`config.mk`:
```
export PLATFORM = sky130hd
export DESIGN_NAME = pair_merge_ctrl
export DESIGN_NICKNAME = d
export VERILOG_FILES = /design/src/rtl/pair_merge_ctrl_pkg.sv /design/src/rtl/pair_merge_ctrl_pair_accumulator.sv /design/src/rtl/pair_merge_ctrl.sv
export SDC_FILE = /design/constraint.sdc
export NUM_CORES = 1
export LEC_CHECK = 0
export BUFFER_PORTS_ARGS = -buffer_cell sky130_fd_sc_hd__buf_2
export CORE_MARGIN = 2
export CORE_UTILIZATION = 53
export DETAILED_ROUTE_END_ITERATION = 8
export GPL_ROUTABILITY_DRIVEN = 1
export GPL_TIMING_DRIVEN = 0
export PLACE_DENSITY = 0.83
export SYNTH_ARGS = -nofsm -noshare
export SYNTH_HDL_FRONTEND = slang
export SYNTH_SLANG_ARGS = --single-unit
```
`constraint.sdc`:
```
create_clock -name clk -period 2.7 [get_ports clk]
set_clock_uncertainty 0.2 [all_clocks]
set_input_delay 0.27 -clock clk [delete_from_list [all_inputs] [get_ports clk]]
set_output_delay 0.27 -clock clk [all_outputs]
set_load 0.01 [all_outputs]
```
`src/rtl/pair_merge_ctrl_pkg.sv`:
```
// Shared types and defaults for the pair-merge sequencing controller.
// The state enum lives here so that other blocks can decode the controller state.
package pair_merge_ctrl_pkg;

  localparam int unsigned W_DEF         = 8;
  localparam int unsigned NUM_PAIRS_DEF = 4;

  typedef enum logic [2:0] {
    IDLE,
    FETCH_LO,
    FETCH_HI,
    WRITE,
    DONE
  } state_e;

  // Pair counter width, kept at least one bit for a single-pair build.
  function automatic int unsigned cnt_w(input int unsigned n);
    return (n > 1) ? $clog2(n) : 1;
  endfunction

endpackage

```
`src/rtl/pair_merge_ctrl_pair_accumulator.sv`:
```
// Holds the low word of a pair and registers the full-width pair sum.
// Both registers freeze while hold_i is high.
module pair_merge_ctrl_pair_accumulator
  import pair_merge_ctrl_pkg::*;
#(
  parameter int unsigned W = W_DEF
) (
  input  logic         clk,
  input  logic         Reset,
  input  logic         hold_i,
  input  logic         load_lo_i,
  input  logic         load_sum_i,
  input  logic [W-1:0] data_a_i,
  output logic [W:0]   sum_o
);

  logic [W-1:0] lo_q;
  logic [W:0]   sum_q;

  // Sum is one bit wider than the operands, so it can never wrap.
  always_ff @(posedge clk or posedge Reset) begin
    if (Reset) begin
      lo_q  <= '0;
      sum_q <= '0;
    end else if (!hold_i) begin
      if (load_lo_i) begin
        lo_q <= data_a_i;
      end
      if (load_sum_i) begin
        sum_q <= (W+1)'(lo_q) + (W+1)'(data_a_i);
      end
    end
  end

  assign sum_o = sum_q;

endmodule

```
`src/rtl/pair_merge_ctrl.sv`:
```
// Reads word pairs from memory A, writes their sums to memory B, and drives the
// increment strobes of both external address counters so they stay in lock-step.
module pair_merge_ctrl
  import pair_merge_ctrl_pkg::*;
#(
  parameter int unsigned W         = W_DEF,
  parameter int unsigned NUM_PAIRS = NUM_PAIRS_DEF
) (
  input  logic         clk,
  input  logic         Reset,
  input  logic         Start,
  input  logic         Hold,
  input  logic [W-1:0] DataA,
  output logic         IncA,
  output logic         IncB,
  output logic         WEB,
  output logic [W:0]   DataB,
  output logic         Busy,
  output logic         Done
);

  localparam int unsigned   CW   = cnt_w(NUM_PAIRS);
  localparam logic [CW-1:0] LAST = CW'(NUM_PAIRS - 1);

  state_e        state_q, state_d;
  logic [CW-1:0] pair_cnt_q, pair_cnt_d;
  logic          load_lo;
  logic          load_sum;

  always_ff @(posedge clk or posedge Reset) begin
    if (Reset) begin
      state_q    <= IDLE;
      pair_cnt_q <= '0;
    end else begin
      state_q    <= state_d;
      pair_cnt_q <= pair_cnt_d;
    end
  end

  // Strobes are decoded from the state and suppressed while Hold freezes it, so a
  // held state replays its strobes once on release with the A address unchanged.
  always_comb begin
    state_d    = state_q;
    pair_cnt_d = pair_cnt_q;
    load_lo    = 1'b0;
    load_sum   = 1'b0;
    IncA       = 1'b0;
    IncB       = 1'b0;
    WEB        = 1'b0;
    Done       = 1'b0;
    if (!Hold) begin
      case (state_q)
        IDLE: begin
          if (Start) begin
            state_d = FETCH_LO;
          end
        end
        FETCH_LO: begin
          load_lo = 1'b1;
          IncA    = 1'b1;
          state_d = FETCH_HI;
        end
        FETCH_HI: begin
          load_sum = 1'b1;
          IncA     = 1'b1;
          state_d  = WRITE;
        end
        WRITE: begin
          WEB        = 1'b1;
          IncB       = 1'b1;
          pair_cnt_d = pair_cnt_q + CW'(1);
          state_d    = (pair_cnt_q == LAST) ? DONE : FETCH_LO;
        end
        DONE: begin
          Done       = 1'b1;
          pair_cnt_d = '0;
          state_d    = IDLE;
        end
        default: begin
          state_d = IDLE;
        end
      endcase
    end
  end

  assign Busy = (state_q != IDLE);

  pair_merge_ctrl_pair_accumulator #(
    .W (W)
  ) u_acc (
    .clk        (clk),
    .Reset      (Reset),
    .hold_i     (Hold),
    .load_lo_i  (load_lo),
    .load_sum_i (load_sum),
    .data_a_i   (DataA),
    .sum_o      (DataB)
  );

endmodule

```
# Word-level counts from Yosys, hierarchy flattened
# Index checks and enable logic that the tools add are counted.
# totals
register_bits	22
out_inout_bits	14
in_bits	12
# op_classes
addsub	2
n_bitwise	1
n_eq_ne	6
n_reduce_logical	8
n_mux	14
# op_table
cell	count
$pmux 3 s4	1
$mux 1	10
$add 8x8->9	1
$reduce_and 2->1	4
$eq 3x2->1 const B	2
$mux 3	2
$pmux 2 s2	1
$eq 3x1->1 const B	1
$eq 3x3->1 const B	1
$logic_not 3->1	1
$reduce_bool 3->1	1
$add 2x1->2 const B	1
$eq 2x2->1 const B	1
$ne 2x2->1 const B	1
$reduce_bool 2->1	1
$reduce_or 2->1	1
$not 1->1	1

# Logic depth before layout (Yosys ltp)
# Gate-level depths: netlist of the first run.
# logic_depth
word_depth	4
ltp_mapped	7
mapped_depth_nobuf	7

# Modules after synthesis
# A second synthesis of the first run with hierarchy kept.
# hier_totals
hier_cells	123
area_unflattened_um2	1331.3
# by_module_without_submodules
mod	cells_per_inst	n_inst	area_each_um2
pair_merge_ctrl_pair_accumulator	86	1	997.2
pair_merge_ctrl	37	1	334.1

# Worst setup path after synthesis of the first run
# No wires, ideal clock.
# synth_path
path_type	reg2reg
startpoint	register u_acc.lo_q[0]
endpoint	register u_acc.sum_q[8] (netlist: u_acc.sum_o[8])
arrival_ps	1790
stages_incl_launch_ff	8
slack_ps	585
n_path_buf	0
required_ps	2375
path_cell_list	dfrtp_1 ha_1 fa_1 a211oi_2 o21bai_1 a21oi_2 o21ai_1 mux2_2
# synth_via
elab_chain_len	1
# synth_rtl
element	line	text
from (decl)	pair_merge_ctrl_pair_accumulator.sv:17	logic [W-1:0] lo_q;
from (signal assigned)	pair_merge_ctrl_pair_accumulator.sv:27	lo_q <= data_a_i;
$add 8x8->9	pair_merge_ctrl_pair_accumulator.sv:30	sum_q <= (W+1)'(lo_q) + (W+1)'(data_a_i);
to (signal assigned)	pair_merge_ctrl_pair_accumulator.sv:30	
to (decl)	pair_merge_ctrl_pair_accumulator.sv:18	logic [W:0] sum_q;
# No other way between the ends.
# A chain may end at the register's enable or synchronous reset.

# Worst setup path in the final report of the first run
# Same ends and word-level chain as after synthesis.

==> flow_summary.ini, run 1 <==
[run_status]
outcome = finished clean

[yosys]
synthSimpleGateAreaFrac_pct = 9.16
syn_avg_cell_area_um2 = 11.4
synthAdderAreaFrac_pct = 10.8
ys_warn_count = 0
syn_area_um2 = 1230
ys_ff_latch = 22
yosysSeqAreaShare_pct = 44.8
synthXorXnorAreaFrac_pct = 4.27
synth-compound-area-share_pct = 16.8
synth_top_family_by_area = compound AO/OA/AOI/OAI gates
synth_mux_area_share_pct = 10.7
synth.distinct_cells = 34
synthCells = 108
syn_nets = 130
synth_edf_count = 0
async_flop_share_pct = 100
synth-main-ff-cell = dfrtp_1

[power_and_ir_drop]
irDropWorstVdd_v = 0.000569
p_leak_uw = 0.000722
powerDensity_nw_per_um2 = 1080

[clocking]
htreeDepth = 1
cts_made_buffers = 3
path_clk_slew_ns = 0.12
clk_latency_ns = 0.31
cts_buffer_depth = 2
cts-resized-gates = 0
cts-root-buf = clkbuf_4
cts_tree = yes
clock-sinks = 22

[worst_hold_path]
hold_path.class = input port to register

[critical_path]
critPathMaxFanout = 3
critical_path_class = register to register
end_kind = register
arrival_ns = 2.28
worstPathRequired_ns = 2.71
worstSetupStartpointType = register

[timing]
hold_viol_final = 0
post-route-period-util_pct = 83.9
whs_ns = 0.00971
setup_viol = 0
tns_ns = 0
rsz0062_at_grt = false
slew_headroom_pct = 45.8
worst_pin_slew_ns = 0.812
drv_slew = 0
timing.fmax_mhz = 441
min_period_ns = 2.27

[layout]
utilization_pct = 65.2
final_cell_mix = buf_2, dfrtp_1, o21ai_0
area_delta_synth_final_pct = 17.3
fin_nets = 163
diodes = 0
drive_gt1_share_pct = 36.7
final_cells = 167
n_fill_cell = 189
layout_commonest_cell = buf_2

[placed_design]
dp.cells = 161
hpwl_um = 1650
place_congestion = 0.783
portBuffers = 25

[die]
ios = 26
dieArea_um2 = 2720
rows = 17
fp.dieW_um = 52.2
core_area_um2 = 2210
die_h_um = 52.2
initial_core_util_pct = 55.6

[global_route]
grt_pass1_wl_um = 3670
antenna_found_initial = 0
grt_use_total_pct = 18.9
grt_max_degree = 23
grt_pass1_vias = 815
grt_overflow_total = 0

[drt]
ant_nets = 0
avgViaCountPerCell = 5.44
drc = 0
first_pass_iters = 4
drtIter0Drc = 12
num_vias = 909
wl_per_cell_um = 13.2
drt_wl_total_um = 2210

[job]
cap_viol_max_count = 0
sequential cells by signal, summed over array words and instances, names as in the netlist:
| register | cells |
|---|---|
| pair_cnt_q | 2 |
| u_acc.sum_o | 9 |
| u_acc.lo_q | 8 |
| state_q | 3 |
cell usage after synthesis, drive strengths merged (2+ instances only):
cell type  count  area, um^2
dfrtp         22         551
a22o           2        17.5
o21bai         2        15.0
ha             9         113
nand3b         2        18.8
a21oi          8        43.8
a211oi         3        27.5
nand2         10        37.5
nor2           4        25.0
buf            4        35.0
mux2          11         131
a21o           2        16.3
xor2           5        43.8
o21ai         14        70.1
layer usage:
metal | GRT usage (%) | wire length [um] | vias to the layer above | share of wire, %
met5 | 0 | 0 | - | 0
met4 | 8.55 | 23 | 0 | 1.0
met3 | 3.43 | 91 | 4 | 4.1
met2 | 33.5 | 1120 | 26 | 51
met1 | 21.9 | 970 | 428 | 44
li1 | - | - | 451 | -
worst paths after layout:
path	start	end	slack, ns	cells after the start
hold reg to reg	u_acc.sum_o[4]	u_acc.sum_o[4]	0.29	2
setup reg to reg	u_acc.lo_q[0]	u_acc.sum_o[8]	0.43	7
min in group asynchronous	Reset	state_q[1]	0.44	3
hold / removal	DataA[5]	u_acc.lo_q[5]	0.01	2
setup / recovery	u_acc.lo_q[0]	u_acc.sum_o[8]	0.43	7
max in group asynchronous	Reset	u_acc.lo_q[1]	1.35	3
where the power goes:
group | switching (uW) | internal [uW]
registers | 96.7 | 481
logic | 411 | 422
clock network | 96.3 | 52.1
total | 604 | 956
worst max-delay path: stages, from the launching register on:
cell,delay (ns)
dfrtp_1,0.40
ha_1,0.23
fa_1,0.45
a211oi_2,0.24
o21bai_1,0.12
a21oi_2,0.20
o21ai_1,0.09
mux2_2,0.26
repair_timing:
action | 4_1_cts | 5_1_grt
hold endpoints to repair | 23 | 1
buffers inserted | 0 | 0
hold buffers | 2 | 1
area by class of cell:
cell class	instances	area, um^2	area share (%)
multi-input cells	80	636	44.1
repair buffers	28	155	10.8
flip-flops and latches	22	551	38.2
clock buffers	3	22.5	1.56
plain buffers	5	40.0	2.78
well taps	28	35.0	2.43
inverters	1	3.75	0.260
through the flow:
stage	total power [uW]	instance area (um^2)	setup WS [ns]
6_report	1560	1440	0.435
3_5_place_dp	1420	1390	0.439
4_1_cts	1570	1430	0.439
5_1_grt	1690	1440	0.351
2_1_floorplan	1200	1230	0.585
3_3_place_gp	1370	1390	0.460
cell families (layout without fill, tap and decap cells):
| group | Yosys count | in the layout |
|---|---|---|
| buffers and inverters | 6 | 37 |
| DFF | 22 | 22 |
| and+or+nand+nor | 20 | 20 |
| AOI/OAI and AO/OA | 33 | 33 |
| xor gates and xnor gates | 6 | 6 |
| muxes | 11 | 11 |
| adders and majority gates | 10 | 10 |
Note: power is estimated with default switching activity, not from simulation.
==> inputs of run 2 (changes only) <==
--- a/config.mk
+++ b/config.mk
@@ -5,13 +5,14 @@
 export SDC_FILE = /design/constraint.sdc
 export NUM_CORES = 1
 export LEC_CHECK = 0
+export ABC_AREA = 1
 export BUFFER_PORTS_ARGS = -buffer_cell sky130_fd_sc_hd__buf_2
 export CORE_MARGIN = 2
-export CORE_UTILIZATION = 53
+export CORE_UTILIZATION = 48
 export DETAILED_ROUTE_END_ITERATION = 8
 export GPL_ROUTABILITY_DRIVEN = 1
 export GPL_TIMING_DRIVEN = 0
-export PLACE_DENSITY = 0.83
+export PLACE_DENSITY = 0.79
 export SYNTH_ARGS = -nofsm -noshare
 export SYNTH_HDL_FRONTEND = slang
 export SYNTH_SLANG_ARGS = --single-unit
==> constraint.sdc (replaced) <==
create_clock -name clk -period 1.8 [get_ports clk]
set_clock_uncertainty 0.2 [all_clocks]
set_input_delay 0.18 -clock clk [delete_from_list [all_inputs] [get_ports clk]]
set_output_delay 0.18 -clock clk [all_outputs]
set_load 0.01 [all_outputs]
==> run 2 against run 1 <==
Against the previous run: wire length rose by 26%; final area rose by 18%; count of clock-buffer cells in the layout rose by 1; clock power rose by 89%; non-clock buffer count rose by 8; setup slack got worse by 0.43 ns; power rose by 72%; critical path depth rose by 1; core utilization rose by 2.0 points; synthesized area rose by 5.5%; maximum frequency rose by 26%; flip-flop and latch count did not move; critical path type unchanged.
==> flow_summary.ini, run 2 <==
[run_status]
outcome = finished clean

[yosys]
synth-main-ff-cell = dfrtp_1
yosysSeqAreaShare_pct = 42.4
synth_area_leaders = dfrtp_1, nand2_1, mux2_4
yosys.area.top_type = dfrtp_1
synthXorXnorAreaFrac_pct = 0.675
synth.distinct_cells = 22
synthCells = 147
synth_commonest_cells = nand2_1, dfrtp_1, inv_1
yosysMostFrequentCell = nand2_1
synthAdderAreaFrac_pct = 10.2
syn_nets = 169
synth_edf_count = 0
synthSimpleGateAreaFrac_pct = 24.5
synth_top_area_share_pct = 42.4
synth_top_family_by_area = simple AND/OR/NAND/NOR gates
ys_warn_count = 0
ys_ff_latch = 22
async_flop_share_pct = 100
syn_area_um2 = 1300
synth_mux_area_share_pct = 9.26
synth-compound-area-share_pct = 7.04
syn_avg_cell_area_um2 = 8.83

[timing]
whs_ns = 0.0306
slew_headroom_pct = 44.8
timing.fmax_mhz = 557
rsz0062_at_grt = true
hold_viol_final = 0
post-route-period-util_pct = 99.8
setup_viol = 0
drv_slew = 0
min_period_ns = 1.80
worst_pin_slew_ns = 0.827

[clocking]
cts-root-buf = clkbuf_4
htreeDepth = 1
clock-sinks = 22
cts_tree = yes
clk_latency_ns = 0.31
cts_made_buffers = 3
path_clk_slew_ns = 0.13
cts_buffer_depth = 2

[global_route]
grt_max_degree = 23
grt_use_total_pct = 18.4
antenna_found_initial = 0
grt_overflow_total = 0
grt_pass1_vias = 1122
grt_pass1_wl_um = 4620

[layout]
drive_gt1_share_pct = 32.6
final_cell_mix = nand2_1, buf_2, dfrtp_1
area_delta_synth_final_pct = 30.7
fin_nets = 213
diodes = 0
layout_commonest_cell = nand2_1
n_fill_cell = 210
largest_reg_flops = 9
final_design_area_no_fill_um2 = 1700

[worst_hold_path]
hold_path.class = input port to register
hold_end = u_acc.sum_o[0]
min_from = DataA[0]
hold_path_depth = 4

[placed_design]
place_area_um2 = 1460
portBuffers = 25
hpwl_um = 1940
place_congestion = 0.812

[die]
rows = 18
die_h_um = 56.0
dieArea_um2 = 3130
ios = 26
initial_core_util_pct = 51.4
fp.dieW_um = 56.0
core_area_um2 = 2520

[power_and_ir_drop]
finalPower_uw = 2680
p_leak_uw = 0.000912
pwr-share-comb_pct = 55.8
powerDensity_nw_per_um2 = 1580
seqPwrFrac_pct = 33.8
irDropWorstVdd_v = 0.000938
intPower_uw = 1570
p_sw_share_pct = 41.6
pwr-share-clk_pct = 10.4
p_switching_uw = 1120

[drt]
first_pass_iters = 4
drt_wl_total_um = 2780
drtIter0Drc = 35
drc = 0
num_vias = 1143
avgViaCountPerCell = 5.20
ant_nets = 0
wl_per_cell_um = 12.6

[critical_path]
reg2reg_to = u_acc.sum_o[6]
reg2reg_from = u_acc.lo_q[0]
end_kind = register
arrival_ns = 1.82
worstPathRequired_ns = 1.82
worstSetupStartpointType = register
critPathMaxFanout = 3
critical_path_class = register to register
rrSetupSlack_ns = 0.003
reg2reg_depth = 8

[job]
cap_viol_max_count = 0
## run 2: cell families after synthesis
group	count (synthesis)
simple gates	70
flops	22
buf+inv	19
compound gates	17
fa+ha+maj	10
mux	8
xor+xnor	1
## run 2: through the flow
stage / cells / setup WS [ns] / setup TNS (ns) / util, %
finish: 220 / 0.00315 / 0 / 67.2
global route: 220 / -0.0803 / -0.123 / 67.2
CTS: 218 / 0.00112 / 0 / 64.5
detailed placement: 202 / -0.0400 / -0.0400 / 57.9
global placement: 202 / 0.0142 / 0 / 57.9
floorplan: 147 / 0.124 / 0 / -
## run 2: worst max-delay path by stage
stage | start | endpoint | slack (ns)
final | u_acc.lo_q[0] | u_acc.sum_o[6] | 0.003
after detailed placement | u_acc.lo_q[0] | u_acc.sum_o[6] | -0.04
after floorplan | u_acc.lo_q[0] | u_acc.sum_o[6] | 0.12
after global routing | u_acc.lo_q[0] | u_acc.sum_o[6] | -0.08
after global placement | u_acc.lo_q[0] | u_acc.sum_o[6] | 0.01
after CTS | state_q[2] | IncA | 0.001
## run 2: critical path, cell delays in order, from the launching register on
cell,delay (ns)
dfrtp_1,0.43
ha_4,0.19
fa_2,0.40
nand2_2,0.07
nand2_2,0.07
nand3_2,0.09
nand3b_1,0.10
nand3_2,0.10
nand2_2,0.05
## run 2: power groups by stage
stage               clock, uW  sequential (uW)  combinational, uW
global placement            0              880               1280
global route              309              938               1670
finish                    280              908               1500
detailed placement          0              899               1320
floorplan                   0              915                961
CTS                       281              890               1380
## run 2: routing by layer
metal  share of wire, %  track usage (%)  vias to the layer above
li1                   -                -                      561
met1                 41             20.4                      526
met2                 50             34.1                       44
met3                6.0             3.72                       12
met4                2.9             7.14                        0
met5                  0                0                        -
## run 2: what timing repair did
| action | CTS | global route |
|---|---|---|
| hold buffers | 11 | 0 |
| setup endpoints to repair | 3 | 7 |
| setup buffers | 1 | 2 |
| pin swaps | 1 | 4 |
| hold endpoints to repair | 33 | 0 |
| gates resized for setup | 3 | 12 |
## run 2: area by class of cell
class,instances,area (um^2),area share (%)
flip-flops and latches,22,552,32.5
clock buffers,4,36.3,2.14
plain buffers,2,18.8,1.11
inverters,17,63.8,3.76
well taps,30,37.5,2.21
repair buffers,39,258,15.2
multi-input cells,106,729,43.0
